[src/rtl/cb_bit_sequencer.sv]
// Sequencer driving the ALU line bundle through BS -> OP -> RES for CB BIT/RES/SET b,r.
// Optional macro CB_SEQ_BACK2BACK_EN: accept the next request in the cycle the response is taken.
module cb_bit_sequencer #(
    parameter logic [1:0] IDLE_OE = 2'b00  // NO_OE
) (
    input  logic       clk,
    input  logic       reset,
    input  logic       start_valid,
    output logic       start_ready,
    input  logic [7:0] cb_op,
    input  logic [7:0] operand,
    output logic [2:0] alu_bs,
    output logic [7:0] alu_op,
    output logic [1:0] alu_sh,
    output logic [1:0] alu_oe,
    output logic       alu_la,
    output logic       alu_lb,
    output logic       alu_r,
    output logic       alu_s,
    output logic       alu_v,
    output logic       alu_ne,
    output logic       alu_ci,
    output logic       alu_l,
    output logic       alu_h,
    input  logic [7:0] alu_result,
    input  logic       alu_zero,
    input  logic       alu_carry,
    output logic       done_valid,
    input  logic       done_ready,
    output logic [7:0] res,
    output logic       wb,
    output logic       flag_we,
    output logic       flag_z,
    output logic       flag_n,
    output logic       flag_h,
    output logic       illegal
);

    localparam logic [1:0] BS_OE  = 2'b01;
    localparam logic [1:0] SH_OE  = 2'b10;
    localparam logic [1:0] RES_OE = 2'b11;
    localparam logic       BUS_LD = 1'b1;
    localparam logic       NO_LD  = 1'b0;
    localparam logic [1:0] NO_SH  = 2'b00;

    localparam logic [2:0] S_IDLE = 3'd0;
    localparam logic [2:0] S_BS   = 3'd1;
    localparam logic [2:0] S_OP   = 3'd2;
    localparam logic [2:0] S_RES  = 3'd3;
    localparam logic [2:0] S_DONE = 3'd4;

    logic [2:0] r_state;
    logic [2:0] w_state_nxt;
    logic [1:0] r_group;
    logic [2:0] r_bit;
    logic [7:0] r_operand;
    logic [7:0] r_res;
    logic       r_wb;
    logic       r_flag_we;
    logic       r_flag_z;
    logic       r_flag_n;
    logic       r_flag_h;
    logic       r_illegal;

    logic w_accept;
    logic w_done_fire;
    logic w_illegal_req;
    logic w_is_bit;
    logic w_is_res;
    logic w_is_set;
    logic w_unused;

`ifdef CB_SEQ_BACK2BACK_EN
    assign start_ready = (r_state == S_IDLE) || ((r_state == S_DONE) && done_ready);
`else
    assign start_ready = (r_state == S_IDLE);
`endif

    assign done_valid    = (r_state == S_DONE);
    assign w_accept      = start_valid && start_ready;
    assign w_done_fire   = done_valid && done_ready;
    assign w_illegal_req = (cb_op[7:6] == 2'b00);
    assign w_is_bit      = (r_group == 2'b01);
    assign w_is_res      = (r_group == 2'b10);
    assign w_is_set      = (r_group == 2'b11);
    assign w_unused      = ^{cb_op[2:0], alu_carry};

    assign res     = r_res;
    assign wb      = r_wb;
    assign flag_we = r_flag_we;
    assign flag_z  = r_flag_z;
    assign flag_n  = r_flag_n;
    assign flag_h  = r_flag_h;
    assign illegal = r_illegal;

    always_comb begin
        w_state_nxt = r_state;
        case (r_state)
            S_IDLE: if (w_accept) w_state_nxt = w_illegal_req ? S_DONE : S_BS;
            S_BS:   w_state_nxt = S_OP;
            S_OP:   w_state_nxt = S_RES;
            S_RES:  w_state_nxt = S_DONE;
            S_DONE: begin
                // An accept here can only happen in back-to-back builds.
                if (w_done_fire) begin
                    if (w_accept) w_state_nxt = w_illegal_req ? S_DONE : S_BS;
                    else          w_state_nxt = S_IDLE;
                end
            end
            default: w_state_nxt = S_IDLE;
        endcase
    end

    always_ff @(posedge clk) begin
        if (reset) begin
            r_state   <= S_IDLE;
            r_group   <= '0;
            r_bit     <= '0;
            r_operand <= '0;
            r_res     <= '0;
            r_wb      <= 1'b0;
            r_flag_we <= 1'b0;
            r_flag_z  <= 1'b0;
            r_flag_n  <= 1'b0;
            r_flag_h  <= 1'b0;
            r_illegal <= 1'b0;
        end else begin
            r_state <= w_state_nxt;
            if (w_accept) begin
                r_group   <= cb_op[7:6];
                r_bit     <= cb_op[5:3];
                r_operand <= operand;
                if (w_illegal_req) begin
                    r_res     <= operand;
                    r_wb      <= 1'b0;
                    r_flag_we <= 1'b0;
                    r_flag_z  <= 1'b0;
                    r_flag_n  <= 1'b0;
                    r_flag_h  <= 1'b0;
                    r_illegal <= 1'b1;
                end
            end else if (r_state == S_RES) begin
                r_illegal <= 1'b0;
                if (w_is_bit) begin
                    r_res     <= r_operand;
                    r_wb      <= 1'b0;
                    r_flag_we <= 1'b1;
                    r_flag_z  <= alu_zero;
                    r_flag_n  <= 1'b0;
                    r_flag_h  <= 1'b1;
                end else begin
                    r_res     <= alu_result;
                    r_wb      <= 1'b1;
                    r_flag_we <= 1'b0;
                    r_flag_z  <= 1'b0;
                    r_flag_n  <= 1'b0;
                    r_flag_h  <= 1'b0;
                end
            end
        end
    end

    always_comb begin
        alu_la = NO_LD;
        alu_lb = NO_LD;
        alu_oe = IDLE_OE;
        alu_sh = NO_SH;
        alu_bs = '0;
        alu_op = '0;
        alu_r  = 1'b0;
        alu_s  = 1'b0;
        alu_v  = 1'b0;
        alu_ne = 1'b0;
        alu_ci = 1'b0;
        alu_l  = 1'b0;
        alu_h  = 1'b0;
        case (r_state)
            S_BS: begin
                alu_bs = r_bit;
                alu_oe = BS_OE;
                alu_lb = BUS_LD;
            end
            S_OP: begin
                alu_op = r_operand;
                alu_oe = SH_OE;
                alu_la = BUS_LD;
                alu_s  = 1'b1;
                alu_ci = 1'b1;
                alu_l  = 1'b1;
                alu_r  = w_is_set;
                alu_ne = w_is_res;
            end
            S_RES: begin
                alu_oe = RES_OE;
                alu_s  = 1'b1;
                alu_ci = 1'b1;
                alu_h  = 1'b1;
                alu_r  = w_is_set;
                alu_ne = w_is_res;
            end
            default: ;
        endcase
    end

`ifndef SYNTHESIS
    // The ALU holds carry high for the whole mask operation; a low carry is a wiring/protocol fault.
    a_carry_high: assert property (@(posedge clk) disable iff (reset)
        ((r_state == S_OP) || (r_state == S_RES)) |-> alu_carry);
`endif

endmodule

[config.mk]
export PLATFORM = sky130hd
export DESIGN_NAME = cb_bit_sequencer
export DESIGN_NICKNAME = d
export VERILOG_FILES = /design/src/rtl/cb_bit_sequencer.sv
export SDC_FILE = /design/constraint.sdc
export NUM_CORES = 1
export LEC_CHECK = 0
export ABC_AREA = 1
export BUFFER_PORTS_ARGS = -buffer_cell sky130_fd_sc_hd__buf_2
export CAP_MARGIN = 20
export CORE_UTILIZATION = 45
export CTS_CLUSTER_SIZE = 12
export DETAILED_ROUTE_END_ITERATION = 12
export PLACE_DENSITY = 0.77
export SYNTH_ARGS = -nofsm -noshare
export SYNTH_HDL_FRONTEND = slang
export SYNTH_SLANG_ARGS = --single-unit
[constraint.sdc]
create_clock -name clk -period 1.5 [get_ports clk]
set_input_delay 0.375 -clock clk [delete_from_list [all_inputs] [get_ports clk]]
set_output_delay 0.375 -clock clk [all_outputs]
set_load 0.02 [all_outputs]
==> out/results.tsv, run 1 <==
metric	value	unit
total grt overflow	0	
P per Cell Area	1080	nW/µm²
Clock power frac	0.202	
Place WS	68.1	ps
Synth top area share	0.370	
Net Sw Power	908	µW
CP max-delay cell	dfxtp_4	
hold slack	298	ps
Max Clock Freq	584	MHz
most used routing layer in global routing	met2	
synthesized flop and latch total	28	
yosys warns	0	
initial antenna violation count	0	
first-pass GRT wire length	6410	µm
Clock Skews	2.07	ps
Ant. Diodes	0	
Max VDD drop	0.000598	V
Leak	0.00114	µW
CTS root buffer	clkbuf_4	
critical path data required time	1120	ps
Mapped Cells	217	
Layout Area Growth over Synthesis	50.9	%
fin worst setup slack	-212	ps
Seq pwr share	0.356	
Cell Chain, Critical Path	inv_4, nand2_4, clkinvlp_4, nand2_4, buf_12, inv_4, buf_6	
switch share	0.367	
Die Height	60.0	µm
DRC errors left	0	
Setup Total Neg Slack	-3560	ps
Final Power	2470	µW
final period utilization	1.14	
Ports	70	
Internal Pwr Total	1560	µW
CP max FO	6	
core area	3130	µm²
GR Util met2	0.430	
Worst Setup End Kind	primary output	
drt pass-1 iters	4	
final net count	325	
die area	3600	µm²
Post-DP HPWL	2630	µm
Synth area leader	dfxtp_1	
layout cell share with drive strength beyond 1	0.446	
GRT met3 Usage	0.0281	
worst-skew pair later-pin latency	320	ps
unrepaired setup endpoints after global routing	true	
status	complete, but fails checks	
r2r startpoint	r_state[0]	
Netlist cell types	26	
Buffers on Ports	61	
met1 Usage GRT	0.284	
Hold Crit Class	input pin to flip-flop	
logic gate share of total power	0.442	
CTS H-tree lvls	1	
Clock transition at path regs	150	ps
violated checks	setup timing	
post-synthesis sequential area ratio	0.370	
Initial DRC Count	151	
Max stage delay on crit path	390	ps
clock sink count	28	
clk buf depth	2	
CP Launch Type	flip-flop	
synth top area cells	dfxtp_1 37%, nand2_1 13%, a21oi_1 6.9%	
Hold Crit Start	operand[5]	
fin crit period	1710	ps
wire length per cell	12.3	µm
post-DR vias/cell	4.84	
largest net degree at the start of global routing	20	
Site Rows	20	
final antenna-violating net count	0	
Post-Route Utilization	0.731	
number of global-route vias before repair	1498	
setup violators final	23	
fill cell count	242	
initial cell density of the core	0.484	
CTS tree	yes	
WL final	4160	µm
syn_area_per_cell	6.98	µm²
Critical Setup Path Class	flip-flop to primary output	
CP Launch Point	r_state[2]	
Final Hold Viols	0	
All-Layer GR Usage	0.239	
Max Slew Vio Count	0	
DIE WIDTH	60.0	µm
crit path DAT	1340	ps
Max-cap violations	0	
vias post-DR	1635	
Mapped Area	1520	µm²
cts bufs inserted	3	
gp weighted congestion	0.858	
## layout by cell type (no fill, tap or decap), drive strengths merged
cell      instances
buf              87
nand2            57
dfxtp            28
inv              28
nor2             25
a21oi            21
nand3            15
o21ai             7
nand4             6
nand3b            6
conb              4
clkbuf            3
nor3              2
clkinvlp          1
clkinv            1
nor3b             1
a211oi            1
bufinv            1
## area by class of cell
cell class,instances,area (µm²),area share
clock inverters,1,30.0,0.0131
repair buffers,87,658,0.288
inverters,30,124,0.0542
flip-flops and latches,28,569,0.249
clock buffers,3,22.5,0.00985
multi-input cells,145,827,0.362
well taps,44,55.1,0.0241
## worst paths after layout
path	to	depth (start not counted)	slack, ps
max	alu_l	7	-210
min	r_operand[5]	3	300
max reg2reg	res[6]	9	60
min reg2reg	illegal	2	490
## stage by stage
step,area (µm²),instances
2_1_floorplan,1540,220
3_3_place_gp,1880,323
3_5_place_dp,1880,323
4_1_cts,2100,334
5_1_grt,2290,338
6_report,2290,338
## registers in the layout (all words and copies together), names as in the netlist
signal,cells
flag_h,1
flag_z,1
illegal,1
r_bit,3
r_group,2
r_operand,8
r_state,3
res,8
wb,1
## critical path, delay by kind of cell (launching register included)
family                 cells  cell delay (ps)
buffers and inverters      5              450
flip-flops                 1              390
AND/OR/NAND/NOR            2              160
## cells by family after synthesis
logic type / after synthesis / share of synthesized area
AND/OR/NAND/NOR: 112 / 0.365
flip-flops: 28 / 0.370
buffers and inverters: 47 / 0.162
AO/OA/AOI/OAI: 29 / 0.101
other: 1 / 0.00247
## what timing repair did
action / CTS / global route
endpoints found under the hold margin: 0 / 0
pin swaps: 3 / 4
gates resized for setup: 41 / 46
endpoints found under the setup margin: 19 / 29
hold buffers: 0 / 0
setup buffers: 7 / 5
## power by group through the flow
stage / clock network (µW) / logic [µW] / registers, µW
5_1_grt: 545 / 1180 / 890
2_1_floorplan: 0 / 554 / 916
3_3_place_gp: 0 / 791 / 891
4_1_cts: 511 / 921 / 876
6_report: 499 / 1090 / 880
3_5_place_dp: 0 / 800 / 894
## cell usage after synthesis
| cell | number |
|---|---|
| nand2_4 | 1 |
| nand3_1 | 14 |
| nand3_4 | 1 |
| nor3_1 | 2 |
| o21ai_0 | 7 |
| nor2_4 | 1 |
| buf_4 | 8 |
| conb_1 | 1 |
| nor2_1 | 23 |
| nand3b_1 | 5 |
| nor3b_1 | 1 |
| clkinv_1 | 1 |
| a211oi_2 | 1 |
| nand3b_2 | 1 |
| dfxtp_1 | 28 |
| nand2_2 | 3 |
| clkbuf_1 | 2 |
| nand4_4 | 1 |
| nor2_8 | 1 |
| inv_1 | 27 |
| inv_4 | 2 |
| buf_6 | 4 |
| nand2_1 | 53 |
| buf_2 | 3 |
| a21oi_1 | 21 |
| nand4_1 | 5 |
## metal layers
layer / part of all wire / vias to the layer above
met1: 0.43 / 748
met4: 0.017 / 0
li1: - / 826
met5: 0 / -
met2: 0.51 / 55
met3: 0.040 / 6
Note: power is estimated with default switching activity, not from simulation.
==> inputs of run 2 (changes only) <==
CORE_UTILIZATION = 40   (was 45)
PLACE_DENSITY = 0.7   (was 0.77)
==> run 2 against run 1 <==
The run still ends with setup timing left. Cell area is 2.1% higher. Critical path depth stayed put. Highest routed layer unchanged. Cell count is 0.30% higher. Total power increased by 3.5%. Sequential power rose by 0.8%. Largest cell class unchanged. Clock skew up 3.8 ps. Hold slack better by 73 ps. Fmax grew 2.2%.
==> out/results.tsv, run 2 (synthesized netlist as in run 1, its figures left out) <==
metric	value	unit	change
layout cell share with drive strength beyond 1	0.437		-0.00872
Post-Route Utilization	0.673		-0.0580
Buffers on Ports	61		unchanged
Max Clock Freq	597	MHz	+2.2%
fin worst setup slack	-175	ps	+37.3 ps
number of global-route vias before repair	1533		+2.3%
R2R Setup Slk	160	ps	+100 ps
gp weighted congestion	0.834		-2.8%
Layout Area Growth over Synthesis	54.0	%	
most frequent cells in the layout	50 x nand2_1, 39 x buf_2, 25 x dfxtp_1, 25 x buf_4, 22 x inv_1		
CTS root buffer	clkbuf_8		
post-DR vias/cell	4.83		-0.11%
largest net degree at the start of global routing	20		unchanged
Final Power	2560	µW	+3.5%
met1 Usage GRT	0.238		-0.0463
Final Hold Viols	0		unchanged
Max-cap violations	0		unchanged
CP max FO	7		+1
core area	3470	µm²	+11%
Max Slew Vio Count	0		unchanged
Hold Crit Class	input pin to flip-flop		
violated checks	setup timing		
drt pass-1 iters	4		unchanged
initial antenna violation count	0		unchanged
unrepaired setup endpoints after global routing	true		
Clock Skews	5.91	ps	+3.84 ps
total grt overflow	0		unchanged
Critical Setup Path Class	flip-flop to primary output		
CTS tree	yes		
final net count	324		-0.31%
worst-skew pair later-pin latency	280	ps	-40 ps
fin crit period	1670	ps	-37.3 ps
clock sink count	28		unchanged
crit path DAT	1300	ps	-40 ps
CP Launch Type	flip-flop		
die area	4040	µm²	+12%
All-Layer GR Usage	0.208		-0.0304
final antenna-violating net count	0		unchanged
Max VDD drop	0.000739	V	+24%
DRC errors left	0		unchanged
first-pass GRT wire length	6710	µm	+4.6%
WL final	4230	µm	+1.7%
Ports	70		unchanged
initial cell density of the core	0.437		-0.0475
setup violators final	20		-13%
Setup Total Neg Slack	-2230	ps	+1320 ps
P per Cell Area	1100	nW/µm²	+1.4%
Worst Setup End Kind	primary output		
clk buf depth	2		unchanged
Die Height	63.5	µm	+5.9%
cts bufs inserted	3		unchanged
vias post-DR	1638		+0.18%
Clock transition at path regs	90	ps	-60 ps
CTS H-tree lvls	1		unchanged
Post-DP HPWL	2750	µm	+4.8%
hold slack	372	ps	+73.4 ps
wire length per cell	12.5	µm	+1.4%
Site Rows	21		+5.0%
DIE WIDTH	63.5	µm	+5.9%
Initial DRC Count	75		-50%
commonest non-fill, non-tap cell in the layout	nand2_1		
GRT met3 Usage	0.0471		+0.0190
critical path data required time	1120	ps	about the same
most used routing layer in global routing	met2		
status	complete, but fails checks		
Leak	0.00116	µW	+1.8%
Ant. Diodes	0		unchanged
final period utilization	1.12		-0.0248
GR Util met2	0.388		-0.0419
run 2: path summary, 6_finish.rpt:
| kind | startpoint | endpoint | cells after the start |
|---|---|---|---|
| hold reg to reg | r_operand[1] | r_operand[1] | 2 |
| setup / recovery | r_state[2] | alu_l | 7 |
| hold / removal | operand[6] | r_operand[6] | 3 |
| setup reg to reg | r_state[2] | res[5] | 11 |
run 2: repair_timing:
| item | CTS | global route |
|---|---|---|
| buffers inserted | 7 | 4 |
| hold buffers | 0 | 0 |
| setup endpoints to repair | 19 | 25 |
| gates cloned | 0 | 0 |
| pin swaps | 2 | 4 |
| gates resized for setup | 49 | 38 |
run 2: area by class of cell:
cell class                      instances  area (µm²)
Clock buffer                            3        41.3
Clock inverter                          1        30.0
Fill cell                             286        1130
Inverter                               30         123
Multi-Input combinational cell        145         865
Sequential cell                        28         569
Tap cell                               46        57.6
Timing Repair Buffer                   86         648
run 2: routing by layer:
metal  wire length, µm  vias to the layer above
li1                  -                      824
met1              1760                      757
met2              2240                       55
met3               206                        2
met4                27                        0
met5                 0                        -
run 2: per-stage QoR:
step	area, µm²	std cells	worst slack [ps]
global placement	1870	324	7.86
global route	2330	339	-227
CTS	2170	335	-126
detailed placement	1870	324	-0.705
floorplan	1540	220	-72.9
finish	2330	339	-175
run 2: critical path, cell delays in order (launching register included):
cell and delay (ps):
dfxtp_4 370, inv_4 50, nand2_8 60, clkinvlp_4 120, nand2_4 100, buf_12 140
inv_2 50, buf_6 120
run 2: where the power goes:
| part | leakage, µW | switching, µW | internal [µW] |
|---|---|---|---|
| Combinational | 0.000891 | 632 | 442 |
| Clock | 0.0000357 | 240 | 357 |
| Sequential | 0.000231 | 57.6 | 829 |
